==> config.mk <==
export PLATFORM = sky130hd
export DESIGN_NAME = if_fetch
export DESIGN_NICKNAME = d
export VERILOG_FILES = /design/src/rtl/if_fetch.sv
export SDC_FILE = /design/constraint.sdc
export NUM_CORES = 1
export LEC_CHECK = 0
export BUFFER_PORTS_ARGS = -buffer_cell sky130_fd_sc_hd__buf_4
export CAP_MARGIN = 30
export CORE_AREA = 3 3 108 110
export DETAILED_ROUTE_END_ITERATION = 12
export DIE_AREA = 0 0 111 113
export GPL_TIMING_DRIVEN = 0
export HOLD_SLACK_MARGIN = 0.12
export PLACE_DENSITY = 0.81
export SYNTH_ARGS = -nofsm -noshare
export SYNTH_HDL_FRONTEND = slang
export SYNTH_SLANG_ARGS = --single-unit
export TNS_END_PERCENT = 30
==> constraint.sdc <==
create_clock -name CLK -period 4.24 [get_ports CLK]
set_input_delay 1.272 -clock CLK [delete_from_list [all_inputs] [get_ports CLK]]
set_output_delay 1.272 -clock CLK [all_outputs]
set_load 0.01 [all_outputs]
==> src/rtl/if_fetch.sv <==
`default_nettype none
// ============================================================================
// Module   : if_fetch
// Purpose  : instruction-fetch stage; owns the PC, fetches over req/ack and
//            computes the next PC after decode retires the current Ins.
// Revision : 1.0
// ============================================================================
module if_fetch #(
  parameter logic [31:0] RESET_PC = 32'h0000_0000,
  parameter logic [5:0]  OP_J     = 6'd2,
  parameter logic [5:0]  OP_JAL   = 6'd3,
  parameter logic [5:0]  OP_BEQ   = 6'd4,
  parameter logic [5:0]  OP_BNE   = 6'd5,
  parameter logic [5:0]  FN_JR    = 6'd8
) (
  input  logic        CLK,
  input  logic        RST,
  output logic        IReq,
  output logic [31:0] IAddr,
  input  logic        IAck,
  input  logic [31:0] IData,
  input  logic        Hold,
  input  logic        Zero,
  input  logic [31:0] Rdata1,
  output logic [31:0] Ins,
  output logic        InsValid,
  output logic [31:0] PC,
  output logic [31:0] PC4,
  output logic        Misalign
);

  localparam logic [5:0] c_OP_RTYPE = 6'd0;

  typedef enum logic [1:0] {
    S_IDLE  = 2'd0,
    S_REQ   = 2'd1,
    S_VALID = 2'd2
  } state_t;

  state_t      r_state;
  logic [31:0] r_pc;
  logic [31:0] r_ins;
  logic        r_ins_valid;
  logic        r_ireq;
  logic        r_misalign;

  logic [5:0]  w_opc;
  logic [5:0]  w_funct;
  logic [31:0] w_pc4;
  logic [31:0] w_br_off;
  logic [31:0] w_next_pc;
  logic        w_jr_mis;

  assign w_opc    = r_ins[31:26];
  assign w_funct  = r_ins[5:0];
  assign w_pc4    = r_pc + 32'd4;
  assign w_br_off = {{14{r_ins[15]}}, r_ins[15:0], 2'b00};

  // Next-PC selection; only meaningful in the retire cycle, when Zero/Rdata1 are valid.
  always_comb begin
    w_next_pc = w_pc4;
    w_jr_mis  = 1'b0;
    if (w_opc == OP_J || w_opc == OP_JAL) begin
      w_next_pc = {w_pc4[31:28], r_ins[25:0], 2'b00};
    end else if ((w_opc == OP_BEQ && Zero) || (w_opc == OP_BNE && !Zero)) begin
      w_next_pc = w_pc4 + w_br_off;
    end else if (w_opc == c_OP_RTYPE && w_funct == FN_JR) begin
      w_next_pc = {Rdata1[31:2], 2'b00};
      w_jr_mis  = |Rdata1[1:0];
    end
  end

  always_ff @(posedge CLK) begin
    if (RST) begin
      r_state     <= S_IDLE;
      r_pc        <= {RESET_PC[31:2], 2'b00};
      r_ins       <= 32'd0;
      r_ins_valid <= 1'b0;
      r_ireq      <= 1'b0;
      r_misalign  <= 1'b0;
    end else begin
      case (r_state)
        S_IDLE: begin
          r_ireq  <= 1'b1;
          r_state <= S_REQ;
        end
        S_REQ: begin
          if (IAck) begin
            r_ins       <= IData;
            r_ins_valid <= 1'b1;
            r_ireq      <= 1'b0;
            r_state     <= S_VALID;
          end
        end
        S_VALID: begin
          if (!Hold) begin
            r_pc        <= w_next_pc;
            r_ins_valid <= 1'b0;
            r_ireq      <= 1'b1;
            r_misalign  <= r_misalign | w_jr_mis;
            r_state     <= S_REQ;
          end
        end
        default: begin
          r_state     <= S_IDLE;
          r_ireq      <= 1'b0;
          r_ins_valid <= 1'b0;
        end
      endcase
    end
  end

  assign IReq     = r_ireq;
  assign IAddr    = r_pc;
  assign Ins      = r_ins;
  assign InsValid = r_ins_valid;
  assign PC       = r_pc;
  assign PC4      = w_pc4;
  assign Misalign = r_misalign;

endmodule
`default_nettype wire

Yosys cells after proc, flatten, opt, wreduce, memory -nomap -nowiden
Index checks and enable logic that the tools add are counted.
- bits in registers: 69
- input port bits: 69
- output and inout bits: 131
- word-level logic and storage cells: 48
- add/sub/neg operators: 2
- equal/unequal tests: 9
- multiplexer cells: 15
- bitwise gates (word level): 3
- reductions and logical operators: 13
- operators by type and width (operator ; number):
    $mux 32 ; 3
    $add 32x3->32 const B ; 1
    $add 32x32->32 ; 1
    $eq 6x2->1 const B ; 2
    $eq 6x3->1 const B ; 2
    $mux 1 ; 7
    $eq 6x4->1 const B ; 1
    $logic_not 6->1 ; 1
    $pmux 1 s3 ; 2
    $pmux 2 s3 ; 1
    $reduce_and 2->1 ; 3
    $mux 2 ; 2
    $ne 2x2->1 const B ; 2
    $logic_and 1x1->1 ; 3
    $reduce_and 3->1 ; 1
    $eq 2x1->1 const B ; 1
    $eq 2x2->1 const B ; 1
    $logic_not 2->1 ; 1
    $logic_or 1x1->1 ; 2
    $not 1->1 ; 2
    $reduce_or 2->1 ; 1
    $logic_not 1->1 ; 1
    $or 1x1->1 ; 1

Longest topological paths before layout
- depth in word-level cells: 6
- depth in mapped cells: 17
- depth with buffers taken out: 16

Least setup slack after synthesis
No wires, ideal clock.
- path kind: register to register
- from: register r_pc[4] (netlist: IAddr[4])
- to: register r_pc[27] (netlist: IAddr[27])
- library setup time: 0.092 ns
- arrival: 3.960 ns
- data required time: 4.148 ns
- path slack: 0.189 ns
- cell stages (with the launch flop): 17
- buffers on the path: 1
- period minus slack after synthesis: 4.051 ns
- path through: dfxtp_1 > and4_1 > nand4_2 > nor3_1 > and3_1 > xor2_1 > ha_1 > clkbuf_1 > a21oi_1 > o21ai_0 > a221o_1 > a21o_1 > a221o_1 > a21oi_1 > xnor2_1 > a21oi_1 > nor4_1
- word-level cells in the longest chain between the ends: 4
- elaborated cells on any way between the ends: 5
- those cells by class: add/sub: 2; mux: 3
- RTL lines (element ; line ; source):
    from (decl) ; 41 ; logic [31:0] r_pc;
    from (signal assigned) ; 76 ; r_pc <= {RESET_PC[31:2], 2'b00};
    from (signal assigned) ; 97 ; r_pc <= w_next_pc;
    $add 32x3->32 ; 56 ; assign w_pc4 = r_pc + 32'd4;
    named net PC4[18] ; 28 ; output logic [31:0] PC4,
    $add 32x32->32 ; 66 ; w_next_pc = w_pc4 + w_br_off;
    $mux 32 ; 65 ; end else if ((w_opc == OP_BEQ && Zero) || (w_opc == OP_BNE && !Zero)) begin
    $mux 32 ; 63 ; if (w_opc == OP_J || w_opc == OP_JAL) begin
The timed path passes the listed nets, and every way through them passes these cells.
A chain may end at the register's enable or synchronous reset.

Worst setup path after layout
- from: register r_pc[5] (netlist: IAddr[5])
- to: register r_pc[31] (netlist: IAddr[31])
- word-level cells in the longest chain between the ends: 4
- elaborated cells on any way between the ends: 5
- those cells by class: add/sub: 2; mux: 3
- RTL lines (element ; line):
    $add 32x3->32 (*) ; 56
    $add 32x32->32 / $mux 32 (equally long branches) ; 66, 67
    $mux 32 ; 65
    $mux 32 (*) ; 63
Every way passes the cells marked *; elsewhere a longest branch is shown, timed or not.

==> metrics.md <==
| Metric | Value |
|---|---|
| Ys flop type | `dfxtp_1` |
| Hold_buf cts | `0` |
| First DRT Iteration DRCs | `604` |
| Via/cell ratio | `5.88` |
| Combinational share of power | `19.9%` |
| Clk sink count | `66` |
| Pwr dens | `213 nW/um^2` |
| Seq pwr share | `41.8%` |
| Largest net degree at the start of global routing | `28` |
| Max clock buf depth | `2` |
| Compound-Gate Fraction of Synth Area | `23.1%` |
| Die height | `113 um` |
| Metal-1 WL | `8.12 mm` |
| DR pass1 iterations | `5` |
| Post-Synth XOR/XNOR Area | `8.74%` |
| Synth Cell Area | `5510 sq um` |
| Met3 WL post-DR | `2.15 mm` |
| Post-Synth Simple-Gate Area | `22.7%` |
| First-pass GRT wire length | `31.1 mm` |
| MaxCap Viol Count | `0` |
| Number of global-route vias before repair | `6037` |
| Clk_skew | `0.0107 ns` |
| Static leakage | `0.00375 uW` |
| FILL cells | `952` |
| Psw | `464 uW` |
| Gr ovfl total | `0` |
| # nets final | `1050` |
| HPWL after DPL | `15.1 mm` |
| #FFs+latches synth | `66` |
| Final wirelength | `20.1 mm` |
| # DRC | `0` |
| Rel. slew slack | `34.5%` |
| WHS | `0.483 ns` |
| WP data required | `4.45 ns` |
| Switch share | `29.0%` |
| TritonCTS buffer count | `9` |
| Setup violators final | `0` |
| Most common cell in the synthesized netlist | `nand2_1` |
| Tcrit/Tclk final | `96.8%` |
| ANT cells | `0` |
| Slack of the critical path | `0.137 ns` |
| Tightest Pin Transition | `0.983 ns` |
| Clock network power share | `38.3%` |
| Mapped Cells | `733` |
| Synth warnings | `0` |
| Tot Pwr | `1600 uW` |
| Sequential share of the synthesized area | `24.0%` |
| Die W | `111 um` |
| Buffers on Ports | `193` |
| Cell taking the most area after synthesis | `dfxtp_1` |
| Crit Path Class | `flip-flop to flip-flop` |
| Clk root buf | `clkbuf_8` |
| Max Slew Vio Count | `0` |
| Multiplexer share of the synthesized area | `4.56%` |
| Routed vias | `6406` |
| Starting Density | `51.1%` |
| Area grow syn2layout | `36.1%` |
| Worst setup SP type | `flip-flop` |
| RSZ-0062 raised after global routing | `false` |
| Crit. End Element | `flip-flop` |
| Largest vdd supply drop | `0.158 mV` |
| Wire per inst | `18.4 um` |
| Status | `completed` |
| Main combinational cell family by area after synthesis | `compound AO/OA/AOI/OAI gates` |
| Filler-free cell count of the finished design | `1089` |
| Avg Cell Area, Syn | `7.52 sq um` |
| GRT Total Usage | `30.4%` |
| Number of I/O pins | `200` |
| Max Freq | `244 MHz` |
| Routability congestion estimate | `0.975` |
| # placed instances | `1071` |
| CTS tree | `done` |
| Post-layout util | `69.5%` |
| Die area | `12500 sq um` |
| Post-synthesis cell type count | `63` |
| Crit-path max FO | `7` |
| Internal Power | `1130 uW` |
| Initial antenna violation count | `0` |
| Synth top area cells | `dfxtp_1 24%, nand2_1 8.2%, ha_1 8.2%` |
| Worst hold path type | `flip-flop to flip-flop` |
| Adder-cell share of the synthesized area | `8.53%` |
| CTS clk-pin slew, worst paths | `0.07 ns` |
| Synth top area share | `24.0%` |
| Routed length on met2 | `9.21 mm` |
| Synth cell count leaders | `121 x nand2_1, 73 x a21oi_1, 66 x dfxtp_1, 47 x nor2_1, 38 x clkbuf_1` |
| Post-synth EDFFs | `0` |
| Top layer in use | `met4` |
| Later-pin clock latency in the skew report | `0.35 ns` |
| Layout cell share with drive strength beyond 1 | `29.1%` |
| Row cnt | `38` |
| Clock period minus final worst setup slack | `4.10 ns` |
| Core area | `10800 sq um` |
| Async SR Flop Fraction | `0%` |
| Final Hold Viols | `0` |
| Post-route ant nets | `0` |
| CTS H-tree lvls | `3` |
| Pre-CTS WS | `-0.515 ns` |
| WP data arrival | `4.32 ns` |
kinds of logic (layout without fill, tap and decap cells):
family	after synthesis	count (layout)
buffers and inverters	87	298
XOR/XNOR	55	55
multiplexers	25	25
other	1	6
AND/OR/NAND/NOR	265	265
AO/OA/AOI/OAI	197	197
flip-flops	66	66
adder cells (fa/ha/maj)	37	37
registers in the layout, summed over array words and instances (netlist names):
signal	flops
Ins	32
IAddr	30
IReq	1
InsValid	1
Misalign	1
r_state	1
power groups by stage:
stage | clock (uW) | sequential (uW) | combinational [uW]
after floorplan | 0 | 684 | 157
final | 612 | 667 | 318
after CTS | 611 | 669 | 305
after global routing | 635 | 669 | 343
after global placement | 0 | 683 | 299
after detailed placement | 0 | 684 | 303
worst paths after layout:
kind / startpoint / to / slack (ns) / cells after the start
max reg2reg: IAddr[5] / IAddr[31] / 0.14 / 15
min: Ins[18] / Ins[18] / 0.48 / 2
max: IAddr[5] / IAddr[31] / 0.14 / 15
min reg2reg: Ins[18] / Ins[18] / 0.48 / 2
per-stage QoR:
| step | setup TNS (ns) | instance area, sq um |
|---|---|---|
| 2_1_floorplan | 0 | 5530 |
| 4_1_cts | 0 | 7430 |
| 6_report | 0 | 7500 |
| 5_1_grt | 0 | 7500 |
| 3_3_place_gp | -1.31 | 7160 |
| 3_5_place_dp | -1.38 | 7160 |
layout by cell type, fill, tap and decap left out, types with 24 or more instances in the layout:
cell / count
buf_4: 232
nand2_1: 120
a21oi_1: 72
dfxtp_1: 60
nor2_1: 46
clkbuf_1: 36
ha_1: 35
xnor2_1: 33
mux2i_1: 24
final cells by class:
cell class / count / area, sq um / share of cell area, %
Multi-Input combinational cell: 585 / 3810 / 50.8
Timing Repair Buffer: 197 / 1500 / 20.0
Sequential cell: 66 / 1330 / 17.8
Buffer: 75 / 419 / 5.59
Tap cell: 140 / 175 / 2.33
Clock buffer: 10 / 138 / 1.83
Clock inverter: 6 / 90.1 / 1.20
Inverter: 10 / 37.5 / 0.500
worst max-delay path, cell delays in order (launching register included):
cell,delay [ns]
dfxtp_2,0.41
and4_4,0.28
nand4_4,0.19
nor2_1,0.21
xor2_1,0.30
ha_1,0.29
buf_2,0.16
nand3_1,0.09
o211ai_2,0.11
a2111o_1,0.39
a21o_1,0.22
a21o_1,0.24
a221o_1,0.38
o311ai_4,0.33
mux2i_1,0.26
o22ai_1,0.11
timing repair:
| item | in CTS | in global routing |
|---|---|---|
| gates resized for setup | 12 | 9 |
| setup buffers | 1 | 2 |
| pin swaps | 1 | 3 |
| setup endpoints to repair | 6 | 7 |
routing by layer:
layer | up-vias | global-route usage [%]
met4 | 0 | 11.4
met5 | - | 0
met3 | 66 | 7.33
li1 | 3018 | -
met1 | 2942 | 38.7
met2 | 380 | 50.3
Power figures use the tool's default switching activity.
